### src/rtl/sub4_pkg.sv
// Shared types and constants for the bit-serial 4-bit subtractor.
package sub4_pkg;

    // Operand width; the datapath is built for exactly this value.
    localparam int SUB4_W = 4;

    // Controller states.
    typedef enum logic [1:0] {
        IDLE = 2'd0,
        RUN  = 2'd1,
        DONE = 2'd2
    } state_t;

    // Operands may be loaded and a new subtraction started only outside RUN.
    function automatic logic accepts_cmd(input state_t s);
        return (s != RUN);
    endfunction

endpackage

### src/rtl/fulladder.sv
// One-bit full adder used as the per-bit subtract cell.
module fulladder (
    input  logic a,
    input  logic b,
    input  logic cin,
    output logic sum,
    output logic cout
);

    assign sum  = a ^ b ^ cin;
    assign cout = (a & b) | (cin & (a ^ b));

endmodule

### src/rtl/serial_sub4.sv
// Bit-serial subtractor: diff = M - N (mod 2^W), one bit per clock, LSB first.
// M - N is computed as M + ~N + 1; the +1 enters as the initial carry.
// Buttons are plain levels sampled on every rising edge, with no handshake:
// btn[0] loads M, btn[1] loads N and btn[2] starts. All three are honoured
// only in IDLE or DONE. state_dbg mirrors the controller state.
module serial_sub4
    import sub4_pkg::*;
#(
    parameter int W = SUB4_W
) (
    input  logic         clk,
    input  logic         rst,
    input  logic [W-1:0] sw,
    input  logic [2:0]   btn,
    output logic [W-1:0] diff,
    output logic         borrow,
    output logic         zero,
    output logic         busy,
    output logic         done,
    output state_t       state_dbg
);

    localparam int            IW   = $clog2(W);
    localparam logic [IW-1:0] LAST = IW'(W - 1);

    state_t         state;
    state_t         state_next;
    logic [W-1:0]   m;
    logic [W-1:0]   n;
    logic [IW-1:0]  idx;
    logic           carry;
    logic           fa_sum;
    logic           fa_cout;
    logic [W-1:0]   diff_next;

    // Single shared cell: the bit of M and the inverted bit of N at the current index.
    fulladder u_fa (
        .a    (m[idx]),
        .b    (~n[idx]),
        .cin  (carry),
        .sum  (fa_sum),
        .cout (fa_cout)
    );

    // The difference with the current bit filled in; bits above idx stay 0.
    always_comb begin
        diff_next      = diff;
        diff_next[idx] = fa_sum;
    end

    // State register.
    always_ff @(posedge clk) begin
        if (rst) begin
            state <= IDLE;
        end else begin
            state <= state_next;
        end
    end

    // Next-state logic: start leaves IDLE/DONE, and the last bit ends RUN.
    always_comb begin
        state_next = state;
        unique case (state)
            IDLE, DONE: if (btn[2]) state_next = RUN;
            RUN:        if (idx == LAST) state_next = DONE;
            default:    state_next = IDLE;
        endcase
    end

    // Status outputs decoded from the state register.
    always_comb begin
        busy      = (state == RUN);
        done      = (state == DONE);
        state_dbg = state;
    end

    // Operand registers and the serial datapath.
    always_ff @(posedge clk) begin
        if (rst) begin
            m      <= '0;
            n      <= '0;
            diff   <= '0;
            idx    <= '0;
            carry  <= 1'b0;
            borrow <= 1'b0;
            zero   <= 1'b0;
        end else if (accepts_cmd(state)) begin
            // Loads and start may coincide; RUN reads the freshly loaded values.
            if (btn[0]) m <= sw;
            if (btn[1]) n <= sw;
            if (btn[2]) begin
                idx    <= '0;
                carry  <= 1'b1;
                diff   <= '0;
                borrow <= 1'b0;
                zero   <= 1'b0;
            end
        end else begin
            diff  <= diff_next;
            carry <= fa_cout;
            idx   <= idx + 1'b1;
            if (idx == LAST) begin
                // No carry out of the top bit means M < N.
                borrow <= ~fa_cout;
                zero   <= (diff_next == '0);
            end
        end
    end

endmodule

### config.mk
export PLATFORM = sky130hd
export DESIGN_NAME = serial_sub4
export DESIGN_NICKNAME = d
export VERILOG_FILES = /design/src/rtl/sub4_pkg.sv /design/src/rtl/fulladder.sv /design/src/rtl/serial_sub4.sv
export SDC_FILE = /design/constraint.sdc
export NUM_CORES = 1
export LEC_CHECK = 0
export ABC_AREA = 1
export CAP_MARGIN = 0
export CORE_UTILIZATION = 43
export DETAILED_ROUTE_END_ITERATION = 16
export GPL_TIMING_DRIVEN = 0
export PLACE_DENSITY_LB_ADDON = 0.05
export SYNTH_ARGS = -nofsm -noshare
export SYNTH_HDL_FRONTEND = slang
export SYNTH_HIERARCHICAL = 1
export SYNTH_SLANG_ARGS = --single-unit
### constraint.sdc
create_clock -name clk -period 4.05 [get_ports clk]
set_clock_uncertainty 0.2 [all_clocks]
set_input_delay 0.6075 -clock clk [delete_from_list [all_inputs] [get_ports clk]]
set_output_delay 0.6075 -clock clk [all_outputs]
set_load 0.03 [all_outputs]
==> impl_results.md <==
- Status: finished, final reports clean
- Final hold violation count: 0
- Sum Neg Setup Slack: 0 ps
- Worst VDD drop: 198 uV
- Placed cell count: 168
- Post-synthesis average cell area: 7.33 sq um
- Avg WL per Cell: 9.99 um
- Final period util: 0.602
- # setup viols final: 0
- Hold Path Stages: 2
- Post-CTS sizing: 0
- Final cell count without fillers: 172
- Area after DPL: ~0.0011 sq mm
- Slew Viols, Final: 0
- Core area: 0.00196 sq mm
- Reg2reg start: idx[0]
- Fmax achieved: 410 MHz
- Row count: 16
- R2r setup slk: around 1700 ps
- P&R area growth vs syn: 26.6%
- Worst Hold End: borrow
- Congestion Overflow GR: 0
- Worst setup EP type: primary output
- NumNets Final: 160
- Inserted Clock Buffers: 3
- CP max stage delay: 670 ps
- Largest net degree at the start of global routing: 11
- Setup Buffers After CTS: 0
- Number of global-route vias before repair: 702
- Seq/Total Area, Yosys: 0.422
- Synth Instances: approximately 120
- Hold crit path type: flip-flop to flip-flop
- # clock sinks: 19
- Initial DRT Pass Iterations: 4
- CTS Hold Buffers Added: 0
- Combinational share of power: 0.216
- FF-to-FF path depth: 9
- Slew HR: 0.668
- CTS tree: done
- Syn nets: ~140
- Crit Path Max Fanout: 7
- Die area: 0.00229 sq mm
- CP Data Arrival Time: 1630 ps
- Starting Density: 0.460
- H-Tree Depth: 1
- Post-synthesis cell type count: 19
- Ant. Diodes: 0
- P_int: ~270 uW
- Sw frac: 0.303
- Maxcap violations: 0
- Crit Path Class: flip-flop to primary output
- Cell Chain, Critical Path: nand2_4 -> clkinv_4 -> clkdlybuf4s50_1
- Initial antenna violation count: 0
- Area contributors post-synth: dfxtp_1 42%, nand2_1 12%, nor2_1 9.6%
- Syn. warnings: 6
- Worst Setup Start Kind: flip-flop
- Unrepaired setup endpoints after global routing: no
- Minimum clock period: 2440 ps
- Fraction of layout cells with a size suffix above 1: 0.0690
- DR iter-0 viols: 4
- Post-Syn Area: about 900 sq um
- Reg power frac: 0.531
- Die Span Y: 47.8 um
- Reg2reg end: diff[2]
- Seq cells post-synth: 19
- Switch Pwr: approximately 120 uW
- CTS clk-pin slew, worst paths: about 110 ps
- DR vias/cell: 4.75
- Vias: slightly above 800
- Die W: 47.8 um
- PwrDens: ~340 mW/mm^2
- GP Congestion: 0.785
- Design area: 0.00114 sq mm
- Final WL: 1720 um
- Global-route wire length before repair: 2780 um
- Cell taking the most area after synthesis: dfxtp_1
- PortBufs: 18
- Post-route ant nets: 0
- Worst slew pin tran: 498 ps
- Hold_sp: borrow
- Synth top area share: 0.422
- Lkg Pwr: 0.000473 uW
- WP data required: about 3200 ps
- Clock root buffer: clkbuf_4
- Crit-path slowest cell: clkdlybuf4s50_1
- Num ports: 19
- Clock Tree Buf Depth: 2
- Fraction of power consumed by the clock network: 0.254
- Remaining DRCs: 0
- HPWL after detailed placement: 1320 um
- Later-pin clock latency in the skew report: 300 ps
- Total track usage: 0.180
placed cells by master (no fill, tap or decap), drive strengths merged:
master         count
or2                2
nand2             32
clkinv             1
dfxtp             19
ha                 4
nor3               1
a21oi             11
clkbuf             5
nand3              2
nor2              23
clkdlybuf4s50     18
inv               12
fa                 1
o21ai             12
a32o               1
o22ai              1
synthesized netlist by cell type:
cell type  instances
nand2_2            1
a21oi_2            1
clkinv_4           1
a32o_1             1
inv_1             12
or2_0              1
fa_1               1
o21ai_0           12
nand2_4            3
clkbuf_1           1
or2_2              1
nand2_1           28
nor2_1            23
nand3_1            2
dfxtp_1           19
ha_1               4
a21oi_1           10
o22ai_1            1
nor3_1             1
through the flow:
stage	power, uW	setup WS (ps)	hold slack, ps	util
final	391	1610	268	0.582
after global routing	416	1440	302	0.582
after CTS	393	1600	271	0.582
after detailed placement	297	1650	255	0.569
after global placement	296	1650	252	0.569
after floorplan	269	1920	249	-
sequential cells by signal (all words and copies together), names as in the netlist:
| name | cells |
|---|---|
| carry | 1 |
| borrow | 1 |
| m | 4 |
| n | 4 |
| zero | 1 |
| idx | 2 |
| state_dbg | 2 |
| diff | 4 |
cell type report:
class,count,area (sq um)
fill,214,820
timing repair buffer,18,180
buffer,1,3.75
inverter,13,53.8
multi-input combinational,90,464
clock buffer,4,26.3
sequential,19,380
tap,27,33.8
worst max-delay path by stage:
stage	startpoint	end	slack [ps]
floorplan	idx[0]	diff[2]	1920
global placement	idx[0]	diff[2]	1650
detailed placement	idx[0]	diff[2]	1650
CTS	state_dbg[0]	busy	1600
global route	idx[0]	diff[2]	1440
finish	state_dbg[0]	busy	1610
power groups by stage:
stage | registers (uW) | clock network, uW | logic (uW)
6_report | 207 | 99.1 | 84.3
5_1_grt | 210 | 110 | 96.2
4_1_cts | 208 | 100 | 85.3
3_5_place_dp | 212 | 0 | 84.7
3_3_place_gp | 212 | 0 | 84.4
2_1_floorplan | 215 | 0 | 54.7
critical path, delay by kind of cell (launching register included):
| kind | cells | cell delay (ps) |
|---|---|---|
| DFF | 1 | 440 |
| buffers and inverters | 2 | 770 |
| and+or+nand+nor | 1 | 120 |
per-layer routing:
metal	wire, um	global-route usage	part of all wire
met1	768	0.211	0.45
met2	853	0.305	0.50
met3	64	0.0453	0.037
met5	0	0	0
met4	31	0.0833	0.018
kinds of logic after synthesis:
kind of cell / Yosys count / share of synthesized area
and+or+nand+nor: 60 / 0.287
DFF: 19 / 0.422
AOI/OAI and AO/OA: 25 / 0.150
buffers and inverters: 14 / 0.0638
adders and majority gates: 5 / 0.0777
No activity file was read; power rests on OpenSTA's default activity.
